### src/rtl/cyc_sampler_pkg.sv
// Shared types and constants for the cycle-counter sampler.
//   SEQ_W    : width of the per-sample sequence tag
//   DROP_W   : width of the saturating drop counter
//   SAMPLE_W : default sample data width
//   sample_t : FIFO entry {seq, data} at the default width
package cyc_sampler_pkg;

  localparam int unsigned SEQ_W    = 8;
  localparam int unsigned DROP_W   = 16;
  localparam int unsigned SAMPLE_W = 32;

  localparam logic [DROP_W-1:0] DROP_MAX = 16'hFFFF;

  typedef struct packed {
    logic [SEQ_W-1:0]    seq;
    logic [SAMPLE_W-1:0] data;
  } sample_t;

  // Saturating increment for the drop counter.
  function automatic logic [DROP_W-1:0] sat_inc(input logic [DROP_W-1:0] v);
    return (v == DROP_MAX) ? v : v + DROP_W'(1);
  endfunction

endpackage

### src/rtl/cyc_sampler_fifo.sv
// Synchronous first-word-fall-through FIFO with a registered head entry.
//   clk, reset_l : clock, synchronous active-low reset
//   push, wdata  : write request and entry (ignored when full without pop)
//   pop          : read request (ignored when empty)
//   head, vld    : registered head entry and non-empty flag
//   level        : registered occupancy, 0..DEPTH
module cyc_sampler_fifo
  import cyc_sampler_pkg::*;
#(
  parameter int unsigned DEPTH   = 4,
  parameter type         entry_t = sample_t
) (
  input  logic                   clk,
  input  logic                   reset_l,
  input  logic                   push,
  input  entry_t                 wdata,
  input  logic                   pop,
  output entry_t                 head,
  output logic                   vld,
  output logic [$clog2(DEPTH):0] level
);

  localparam int unsigned PTR_W = $clog2(DEPTH);
  localparam int unsigned LVL_W = PTR_W + 1;

  entry_t           mem_q [DEPTH];
  entry_t           head_q, head_d;
  logic [PTR_W-1:0] wr_ptr_q, wr_ptr_d;
  logic [PTR_W-1:0] rd_ptr_q, rd_ptr_d;
  logic [LVL_W-1:0] level_q, level_d;
  logic             vld_q, vld_d;
  logic             push_ok, pop_ok;

  // Pointer/level update and head refresh.
  always_comb begin
    pop_ok   = pop && vld_q;
    push_ok  = push && ((level_q < LVL_W'(DEPTH)) || pop_ok);
    wr_ptr_d = wr_ptr_q;
    rd_ptr_d = rd_ptr_q;
    level_d  = level_q;
    head_d   = head_q;

    if (push_ok) wr_ptr_d = wr_ptr_q + PTR_W'(1);
    if (pop_ok)  rd_ptr_d = rd_ptr_q + PTR_W'(1);

    if (push_ok && !pop_ok)      level_d = level_q + LVL_W'(1);
    else if (pop_ok && !push_ok) level_d = level_q - LVL_W'(1);

    // The head register mirrors mem[rd_ptr]. With more than one entry the
    // successor is already in memory; with exactly one, a concurrent write
    // becomes the new head. An empty FIFO loads the write next cycle.
    if (pop_ok) begin
      if (level_q > LVL_W'(1)) head_d = mem_q[rd_ptr_d];
      else if (push_ok)        head_d = wdata;
    end else if ((level_q == '0) && push_ok) begin
      head_d = wdata;
    end

    vld_d = (level_d != '0);
  end

  // Control state.
  always_ff @(posedge clk) begin
    if (!reset_l) begin
      wr_ptr_q <= '0;
      rd_ptr_q <= '0;
      level_q  <= '0;
      head_q   <= '0;
      vld_q    <= 1'b0;
    end else begin
      wr_ptr_q <= wr_ptr_d;
      rd_ptr_q <= rd_ptr_d;
      level_q  <= level_d;
      head_q   <= head_d;
      vld_q    <= vld_d;
    end
  end

  // Storage array; contents are don't-care until pointed at.
  always_ff @(posedge clk) begin
    if (push_ok) mem_q[wr_ptr_q] <= wdata;
  end

  assign head  = head_q;
  assign vld   = vld_q;
  assign level = level_q;

endmodule

### src/rtl/cyc_sampler.sv
// Decimating sampler for the upstream cycle counter.
//   clk, reset_l     : clock, synchronous active-low reset
//   in_vld, in_cyc   : upstream counter value and its valid
//   out_vld, out_rdy : sink handshake for the FIFO head
//   out_data/out_seq : head sample value and its sequence tag
//   level            : FIFO occupancy
//   drop_cnt         : saturating count of samples lost to a full FIFO
//   done             : sticky, set when FINISH_CYC is accepted
module cyc_sampler
  import cyc_sampler_pkg::*;
#(
  parameter int unsigned WIDTH      = SAMPLE_W,
  parameter int unsigned DEPTH      = 4,
  parameter int unsigned DECIM      = 1,
  parameter int unsigned FINISH_CYC = 5
) (
  input  logic                   clk,
  input  logic                   reset_l,
  input  logic                   in_vld,
  input  logic [WIDTH-1:0]       in_cyc,
  output logic                   out_vld,
  input  logic                   out_rdy,
  output logic [WIDTH-1:0]       out_data,
  output logic [SEQ_W-1:0]       out_seq,
  output logic [$clog2(DEPTH):0] level,
  output logic [DROP_W-1:0]      drop_cnt,
  output logic                   done
);

  localparam int unsigned LVL_W = $clog2(DEPTH) + 1;
  localparam int unsigned DEC_W = (DECIM > 1) ? $clog2(DECIM) : 1;

  typedef struct packed {
    logic [SEQ_W-1:0] seq;
    logic [WIDTH-1:0] data;
  } entry_t;

  logic [DEC_W-1:0]  dec_cnt_q, dec_cnt_d;
  logic [SEQ_W-1:0]  seq_cnt_q, seq_cnt_d;
  logic [DROP_W-1:0] drop_cnt_q, drop_cnt_d;
  logic              done_q, done_d;
  logic              accept, take, pop, room, push;
  entry_t            wr_entry, head_entry;
  logic              fifo_vld;
  logic [LVL_W-1:0]  fifo_level;

  // Accept, decimate, tag, and decide push versus drop.
  always_comb begin
    accept     = in_vld && !done_q;
    take       = accept && (dec_cnt_q == '0);
    pop        = fifo_vld && out_rdy;
    room       = (fifo_level < LVL_W'(DEPTH)) || pop;
    push       = take && room;
    wr_entry   = '{seq: seq_cnt_q, data: in_cyc};
    dec_cnt_d  = dec_cnt_q;
    seq_cnt_d  = seq_cnt_q;
    drop_cnt_d = drop_cnt_q;
    done_d     = done_q;

    if (accept) begin
      dec_cnt_d = (dec_cnt_q == DEC_W'(DECIM - 1)) ? '0 : dec_cnt_q + DEC_W'(1);
    end
    // Sequence advances on drops too, so gaps in out_seq reveal losses.
    if (take)          seq_cnt_d  = seq_cnt_q + SEQ_W'(1);
    if (take && !room) drop_cnt_d = sat_inc(drop_cnt_q);
    if (accept && (in_cyc == WIDTH'(FINISH_CYC))) done_d = 1'b1;
  end

  always_ff @(posedge clk) begin
    if (!reset_l) begin
      dec_cnt_q  <= '0;
      seq_cnt_q  <= '0;
      drop_cnt_q <= '0;
      done_q     <= 1'b0;
    end else begin
      dec_cnt_q  <= dec_cnt_d;
      seq_cnt_q  <= seq_cnt_d;
      drop_cnt_q <= drop_cnt_d;
      done_q     <= done_d;
    end
  end

  cyc_sampler_fifo #(
    .DEPTH   (DEPTH),
    .entry_t (entry_t)
  ) u_fifo (
    .clk     (clk),
    .reset_l (reset_l),
    .push    (push),
    .wdata   (wr_entry),
    .pop     (pop),
    .head    (head_entry),
    .vld     (fifo_vld),
    .level   (fifo_level)
  );

  assign out_vld  = fifo_vld;
  assign out_data = head_entry.data;
  assign out_seq  = head_entry.seq;
  assign level    = fifo_level;
  assign drop_cnt = drop_cnt_q;
  assign done     = done_q;

endmodule

### config.mk
export PLATFORM = sky130hd
export DESIGN_NAME = cyc_sampler
export DESIGN_NICKNAME = d
export VERILOG_FILES = /design/src/rtl/cyc_sampler_pkg.sv /design/src/rtl/cyc_sampler_fifo.sv /design/src/rtl/cyc_sampler.sv
export SDC_FILE = /design/constraint.sdc
export NUM_CORES = 1
export LEC_CHECK = 0
export CORE_UTILIZATION = 30
export DETAILED_ROUTE_END_ITERATION = 10
export PLACE_DENSITY_LB_ADDON = 0.3
export SYNTH_ARGS = -nofsm -noshare
export SYNTH_HDL_FRONTEND = slang
export SYNTH_SLANG_ARGS = --single-unit
### constraint.sdc
create_clock -name clk -period 3.42 [get_ports clk]
set_input_delay 0.684 -clock clk [delete_from_list [all_inputs] [get_ports clk]]
set_output_delay 0.684 -clock clk [all_outputs]
set_load 0.03 [all_outputs]
Word-level counts from Yosys, hierarchy flattened
Memories as Yosys holds them, arrays and structs flattened. Index checks and enable logic that the tools add are counted.

Register bits: 74. Memory bits (writable): 160. Input bits: 36. Output and inout port bits: 61. Memories: 1.

Add/sub/neg operators: 7. Magnitude comparators: 2. Equality and inequality tests: 3. Muxes and demuxes: 10. Bitwise gates (word level): 2. Reductions and logical operators: 22.

Memories: u_fifo.mem_q (depth 4, width 40, read ports 1, clocked after Yosys merged registers in 0, wr ports 1, line cyc_sampler_fifo.sv:26) `entry_t mem_q [DEPTH];`.

Operators with widths (count): 2-to-1 mux 40 bit (4); equality test 32 x 3 -> 1 bit (second input constant) (1); adder 16 x 1 -> 16 bit (second input constant) (1); equality test 16 bit (second input constant) (1); logical AND 1 bit (11); adder 8 x 1 -> 8 bit (second input constant) (1); 2-to-1 mux 3 bit (2); adder 2 x 1 -> 2 bit (second input constant) (2); logical NOT 1 bit (4); AND reduction 2 bit (2); adder 3 x 1 -> 3 bit (second input constant) (1); > comparator 3 x 1 -> 1 bit (second input constant) (1); logical NOT 3 bit (1); less-than comparator 3 bit (second input constant) (1); 2-to-1 mux 1 bit (3); inequality test 3 x 2 -> 1 bit (second input constant) (1); nonzero test 3 bit (1); subtractor 3 x 1 -> 3 bit (second input constant) (1); logical OR 1 bit (2); 2-to-1 mux 2 bit (1); inverter 1 bit (2); nonzero test 2 bit (1); adder 1 bit (second input constant) (1).

Longest topological paths before layout
Gate-level depths: netlist of run 1.

Depth after elaboration: 10. Mapped depth: 7.

By module
Synthesis of run 1 repeated with hierarchy kept, for this count alone.

Cells, all modules: 607. Area total of the unflattened synthesis: 9402.8 um^2.

Modules (own cells, without submodules): cyc_sampler_fifo (instances 1, cells an instance 455, area each 8091.5 um^2, seq. area each 5765.5 um^2); cyc_sampler (instances 1, cells an instance 152, area each 1311.3 um^2, seq. area each 500.5 um^2).

Least setup slack after synthesis of run 1
OpenSTA, ideal clock, no wires.

Path type: in2reg. Start: in in_vld. End: mem u_fifo.mem_q[0][0] (netlist bit) (enable). Setup time: 0.401 ns. Arrival: 2.079 ns. Slack: 0.940 ns. Stages: 3. Path buffers: 0. Cells stage by stage: nand2b_1 -> nor2_1 -> and2_1.

Word-level cells in the longest chain between the ends: 6.

Ends and longest elaborated chain: start, declared (line cyc_sampler.sv:19) `input logic in_vld,`; logical AND 1 bit (line cyc_sampler.sv:49) `accept = in_vld && !done_q;`; logical AND 1 bit (line cyc_sampler.sv:50) `take = accept && (dec_cnt_q == '0);`; logical AND 1 bit (line cyc_sampler.sv:53) `push = take && room;`; logical AND 1 bit (line cyc_sampler_fifo.sv:37) `push_ok = push && ((level_q < LVL_W'(DEPTH)) || pop_ok);`; 2-to-1 mux 1 bit (line cyc_sampler_fifo.sv:81) `if (push_ok) mem_q[wr_ptr_q] <= wdata;`; 2-to-1 mux 1 bit (not written as such) (line cyc_sampler_fifo.sv:81); end, declared (line cyc_sampler_fifo.sv:26).

No other way between the ends.

Worst setup path after layout of run 1
Start: reg done_q (netlist: done). End: out done.

RTL lines: start, declared (line cyc_sampler.sv:41) `logic done_q, done_d;`; start signal, assigned (line cyc_sampler.sv:79) `done_q <= done_d;`; end, declared (line cyc_sampler.sv:27) `output logic done`.

No word-level cell between the ends.

==> results of run 1 <==
-- path summary, 6_finish.rpt --
check | from | end | slack (ps)
max | done | done | 980
min | drop_cnt[0] | drop_cnt[0] | 500
max reg2reg | u_fifo.level[1] | u_fifo.head[31] | 1270
min reg2reg | drop_cnt[0] | drop_cnt[0] | 500
-- per-stage QoR --
stage / hold slack (ps) / utilization [%]
3_3_place_gp: 480.7 / 35.46
2_1_floorplan: 486.7 / -
3_5_place_dp: 490.2 / 35.46
5_1_grt: 539.4 / 38.24
4_1_cts: 501.5 / 38.24
6_report: 498.8 / 38.24
-- power groups by stage --
stage / clock network, mW / registers, mW / logic (mW)
3_3_place_gp: 0 / 3.69 / 2.02
4_1_cts: 2.82 / 3.64 / 2.04
6_report: 2.76 / 3.63 / 2.01
5_1_grt: 2.91 / 3.68 / 2.17
2_1_floorplan: 0 / 3.95 / 0.933
3_5_place_dp: 0 / 3.70 / 2.03
-- cell type report --
| class | instances | area (um^2) |
|---|---|---|
| timing repair buffer | 111 | 1156 |
| clock buffer | 33 | 706.9 |
| sequential | 233 | 6270 |
| inverter | 10 | 37.54 |
| clock inverter | 15 | 150.1 |
| tap | 396 | 495.5 |
| fill | 2927 | 19090 |
| multi-input combinational | 402 | 3003 |
-- cell families (layout without fill, tap and decap cells) --
family,Yosys count,after routing,share of synthesized area [%]
flip-flops,233,233,65.89
multiplexers,47,47,5.474
XOR/XNOR,10,10,0.9210
AND/OR/NAND/NOR,172,172,8.974
adder cells (fa/ha/maj),10,10,1.316
buffers and inverters,62,169,2.776
AO/OA/AOI/OAI,163,163,14.64
-- state kept, by name, summed over array words and instances (netlist names) --
name / cells
done: 1
u_fifo.vld: 1
u_fifo.mem_q: 160
drop_cnt: 16
u_fifo.head: 40
u_fifo.rd_ptr_q: 2
u_fifo.wr_ptr_q: 2
u_fifo.level: 3
seq_cnt_q: 8
-- worst register-to-register path, cell delays in order, from the launching register on --
cell and delay, ps:
sky130_fd_sc_hd__dfxtp_1 450, sky130_fd_sc_hd__inv_1 130, sky130_fd_sc_hd__ha_1 190, sky130_fd_sc_hd__o21bai_1 190, sky130_fd_sc_hd__a21oi_4 190, sky130_fd_sc_hd__buf_12 360, sky130_fd_sc_hd__o311ai_0 320, sky130_fd_sc_hd__o211a_1 220
-- cells in the mapped netlist, types with 13 or more instances --
library cell               instances  area share (%)
sky130_fd_sc_hd__edfxtp_1        160              51
sky130_fd_sc_hd__nor2_1           90             3.6
sky130_fd_sc_hd__dfxtp_1          73              15
sky130_fd_sc_hd__mux2_2           40             4.7
sky130_fd_sc_hd__o211a_1          39             4.1
sky130_fd_sc_hd__o221ai_1         39             3.6
sky130_fd_sc_hd__clkbuf_1         36             1.4
sky130_fd_sc_hd__o311ai_0         32             2.9
sky130_fd_sc_hd__nand2_1          20            0.79
sky130_fd_sc_hd__a21oi_1          17            0.89
sky130_fd_sc_hd__buf_2            13            0.68
-- layer usage --
layer | GRT usage, % | vias to the layer above | wire length, um
met5 | 0 | - | 0
met4 | 2.838 | 0 | 324
met3 | 2.506 | 26 | 1159
met2 | 23.04 | 146 | 10640
met1 | 19.43 | 3035 | 10690
li1 | - | 2928 | -
==> out/qor.csv, run 1 <==
metric,value,unit
status,"complete, no violations",
sum of negative setup slack,0,ps
logic gate share of total power,23.9,%
final setup skew,18.15,ps
total power divided by cell area,710.5,mW/mm^2
dominant register cell in the synthesized netlist,sky130_fd_sc_hd__edfxtp_1,
crit-path cells,clkdlybuf4s50_1,
PostCTS Resize Cnt,0,
length in cells of the worst reg-to-reg path,7,
Mean Syn Cell Area,13.64,um^2
post-layout net count,830,
sequential area share after synthesis,65.89,%
Layout Cells excl Fill,1200,
Final HPWL DP,12.41,mm
highest achievable clock rate,409.9,MHz
maximum fanout encountered on the critical timing path,7,
crit-path max cell delay,760,ps
shortest period the worst path allows,2440,ps
GR Util All Layers,14.03,%
Net Sw Frac,30.11,%
"Arr. time, crit path",1760,ps
Finish-stage setup viols,0,
number of vias per cell after detailed routing,5.113,
worst slack at placement,617.9,ps
Die Y-Extent,180.0,um
"EDFF count, synth",160,
number of DRC violations after detailed routing,0,
Reg power frac,43.3,%
Seq cells post-synth,233,
cell row count,64,
Post-Synthesis Cell Area,0.009509,mm^2
synth unique cells,49,
Core Footprint,0.03091,mm^2
ports placed on the boundary,97,
cell class contributing the biggest share of worst-path delay,buffers and inverters,
most frequent cells in the layout,"160 x sky130_fd_sc_hd__edfxtp_1, 95 x sky130_fd_sc_hd__clkdlybuf4s50_1, 90 x sky130_fd_sc_hd__nor2_1",
Synthesized Nets,743,
clock-pin slew on the worst setup and hold paths,60,ps
synthesized instance count,697,
Inserted Clock Buffers,26,
type of the worst min-delay path,reg -> reg,
routed wire length per instance,19.01,um
fraction of registers with async set/reset,0,%
"crit path setup slack, layout",980.3,ps
final antenna diode count,0,
Internal Power,5.869,mW
"commonest non-fill, non-tap cell in the layout",sky130_fd_sc_hd__edfxtp_1,
Clock H-tree levels,1,
starting density of the core,30.76,%
worst setup path category,reg -> out,
GR Overflow Total,0,
startpoint type of the worst setup path,flip-flop,
hold path depth,2,
tightest slew margin relative to the limit,41.73,%
area added between synthesis and finish,24.29,%
transition time at the pin with the least slew margin,874.1,ps
Switching Power,2.528,mW
fin area,0.01182,mm^2
antenna-violating nets left,0,
first-pass iteration count of the detailed router,5,
required time reported for the critical path endpoint,2740,ps
final-report hold violation count,0,
final slew viol count,0,
CP endpoint kind,output port,
clock tree from TritonCTS,built,
crit share post-route,71.34,%
antenna violations before repair,0,
share of layout cells above drive strength 1,13.81,%
RSZ-0062 raised after global routing,no,
floorplan die area,0.03241,mm^2
first-pass GRT wire length,35.69,mm
number of vias after detailed routing,6135,
cell leakage power,4.178,nW
drt first-iter violations,493,
clock sink count,233,
maximum root-to-sink buffer count,3,
clock root buffer,sky130_fd_sc_hd__clkbuf_16,
count of hold-fix buffers inserted at cts,0,
Design Power,8.398,mW
number of global-route vias before repair,6059,
placed instance area,0.01096,mm^2
buffer and inverter count on the worst path,1,
slowest library cell on the worst path,sky130_fd_sc_hd__clkdlybuf4s50_1,
yosys warns,0,
maximum capacitance violations,0,
final RePlAce weighted congestion,0.7542,
number of logic stages on the critical path including buffering,1,
placed cell count,1152,
largest net degree at the start of global routing,82,
VDD IR max,0.4029,mV
die width,180.0,um
"Clk Latency, worst-skew pair",530,ps
clock power share,32.8,%
number of buffers inserted by port buffering,96,
WL final,22.81,mm
Post-CTS Setup Inserts,0,
(Power assumes the default switching activity.)
==> inputs of run 2 (changes only) <==
Clock period 3.42 ns to 2.42 ns, I/O delays scaled along.
==> out/qor.csv, run 2 (synthesis gave the netlist of run 1 again) <==
metric,value,unit,change
Switching Power,3.624,mW,was 2.528 mW
final setup skew,15.54,ps,was 18.15 ps
antenna violations before repair,0,,unchanged
die width,180.0,um,unchanged
"Clk Latency, worst-skew pair",540,ps,was 530 ps
first-pass GRT wire length,37.53,mm,was 35.69 mm
Final HPWL DP,14.90,mm,was 12.41 mm
clock-pin slew on the worst setup and hold paths,60,ps,about the same
drt first-iter violations,366,,was 493
status,"complete, no violations",,unchanged
number of vias per cell after detailed routing,5.072,,was 5.113
cell row count,64,,unchanged
crit share post-route,92.14,%,
crit-path cells,clkdlybuf4s50_1,,unchanged
most flop-heavy register,u_fifo.mem_q,,unchanged
Reg power frac,42.3,%,was 43.3%
Inserted Clock Buffers,25,,was 26
ports placed on the boundary,97,,unchanged
count of hold-fix buffers inserted at cts,0,,unchanged
clock root buffer,sky130_fd_sc_hd__clkbuf_16,,unchanged
maximum root-to-sink buffer count,3,,unchanged
# fillers,2911,,was 2927
PostCTS Resize Cnt,0,,unchanged
number of buffers inserted by port buffering,96,,unchanged
GR Util All Layers,14.71,%,was 14.03%
CP endpoint kind,output port,,unchanged
final antenna diode count,0,,unchanged
Clock H-tree levels,1,,unchanged
number of logic stages on the critical path including buffering,1,,unchanged
length in cells of the worst reg-to-reg path,8,,was 7
maximum capacitance violations,0,,unchanged
cell leakage power,4.499,nW,was 4.178 nW
antenna-violating nets left,0,,unchanged
post-layout net count,888,,was 830
share of layout cells above drive strength 1,19.63,%,was 13.81%
final slew viol count,0,,unchanged
first-pass iteration count of the detailed router,4,,was 5
total power divided by cell area,976.5,mW/mm^2,was 710.5 mW/mm^2
Finish-stage setup viols,0,,unchanged
highest achievable clock rate,448.5,MHz,
max FFs per register,160,,unchanged
floorplan die area,0.03241,mm^2,unchanged
transition time at the pin with the least slew margin,566.7,ps,was 874.1 ps
final-report hold violation count,0,,unchanged
slowest library cell on the worst path,sky130_fd_sc_hd__clkdlybuf4s50_1,,unchanged
cell class contributing the biggest share of worst-path delay,buffers and inverters,,unchanged
type of the worst min-delay path,in -> reg,,was reg -> reg
number of DRC violations after detailed routing,0,,unchanged
VDD IR max,0.5487,mV,was 0.4029 mV
Design Power,12.04,mW,was 8.398 mW
sum of negative setup slack,0,ps,unchanged
GR Overflow Total,0,,unchanged
number of vias after detailed routing,6375,,was 6135
tightest slew margin relative to the limit,61.87,%,was 41.73%
"commonest non-fill, non-tap cell in the layout",sky130_fd_sc_hd__edfxtp_1,,unchanged
crit-path max cell delay,770,ps,was 760 ps
starting density of the core,30.76,%,unchanged
WL final,23.68,mm,was 22.81 mm
clock power share,31.6,%,was 32.8%
routed wire length per instance,18.84,um,was 19.01 um
Die Y-Extent,180.0,um,unchanged
final RePlAce weighted congestion,0.7613,,was 0.7542
Internal Power,8.414,mW,was 5.869 mW
Net Sw Frac,30.11,%,about the same
required time reported for the critical path endpoint,1940,ps,was 2740 ps
largest net degree at the start of global routing,48,,was 82
clock sink count,233,,unchanged
shortest period the worst path allows,2230,ps,
area added between synthesis and finish,29.65,%,was 24.29%
maximum fanout encountered on the critical timing path,6,,was 7
hold path depth,2,,unchanged
buffer and inverter count on the worst path,1,,unchanged
clock tree from TritonCTS,built,,unchanged
most frequent cells in the layout,"160 x sky130_fd_sc_hd__edfxtp_1, 95 x sky130_fd_sc_hd__clkdlybuf4s50_1, 90 x sky130_fd_sc_hd__nor2_1",,unchanged
"Arr. time, crit path",1750,ps,was 1760 ps
logic gate share of total power,26.1,%,was 23.9%
number of global-route vias before repair,6434,,was 6059
startpoint type of the worst setup path,flip-flop,,unchanged
Core Footprint,0.03091,mm^2,unchanged
RSZ-0062 raised after global routing,no,,unchanged
worst setup path category,reg -> out,,unchanged
Post-CTS Setup Inserts,0,,unchanged
## run 2: cell count changes in the layout (fill, tap and decap cells not counted), moves of 2 or more
cell	change
sky130_fd_sc_hd__buf_4	+51
sky130_fd_sc_hd__buf_12	+8
sky130_fd_sc_hd__clkbuf_1	-3
sky130_fd_sc_hd__clkinvlp_4	-3
sky130_fd_sc_hd__clkinv_1	+2
sky130_fd_sc_hd__clkinv_2	+2
## run 2: final cells by class
| cell class | instances | area (um^2) | share of cell area, % |
|---|---|---|---|
| Inverter | 10 | 37.54 | 0.3045 |
| Tap cell | 396 | 495.5 | 4.019 |
| Timing Repair Buffer | 170 | 1699 | 13.78 |
| Clock inverter | 17 | 155.1 | 1.258 |
| Clock buffer | 29 | 670.6 | 5.440 |
| Sequential cell | 233 | 6267 | 50.84 |
| Multi-Input combinational cell | 402 | 3003 | 24.36 |
## run 2: worst paths after layout
kind	from	to	slack, ps
setup reg to reg	u_fifo.level[1]	u_fifo.head[23]	410
setup / recovery	u_fifo.vld	out_vld	190
hold / removal	reset_l	drop_cnt[11]	320
hold reg to reg	drop_cnt[1]	drop_cnt[1]	490
## run 2: power by group through the flow
stage / combinational (mW) / sequential, mW / clock, mW
2_1_floorplan: 1.32 / 5.58 / 0
3_3_place_gp: 3.14 / 5.18 / 0
3_5_place_dp: 3.17 / 5.19 / 0
4_1_cts: 3.18 / 5.10 / 3.89
5_1_grt: 3.38 / 5.16 / 4.05
6_report: 3.14 / 5.10 / 3.80
## run 2: metrics by stage
stage | setup WS [ps] | instances | hold slack, ps | cell area [um^2] | util (%)
3_5_place_dp | -90.31 | 1211 | 486.1 | 11500 | 37.21
6_report | 190.3 | 1257 | 321.0 | 12330 | 39.88
3_3_place_gp | -58.56 | 1211 | 478.6 | 11500 | 37.21
5_1_grt | 108.8 | 1257 | 318.0 | 12330 | 39.88
2_1_floorplan | 3.204 | 697 | 486.7 | 9509 | -
4_1_cts | 169.8 | 1257 | 303.1 | 12330 | 39.88
## run 2: metal layers
layer  routed length, um  vias to the layer above  global-route usage, %
li1                    -                     3052                      -
met1               10640                     3145                  19.80
met2               11370                      149                  24.67
met3                1298                       29                  2.749
met4                 367                        0                  3.077
met5                   0                        -                      0
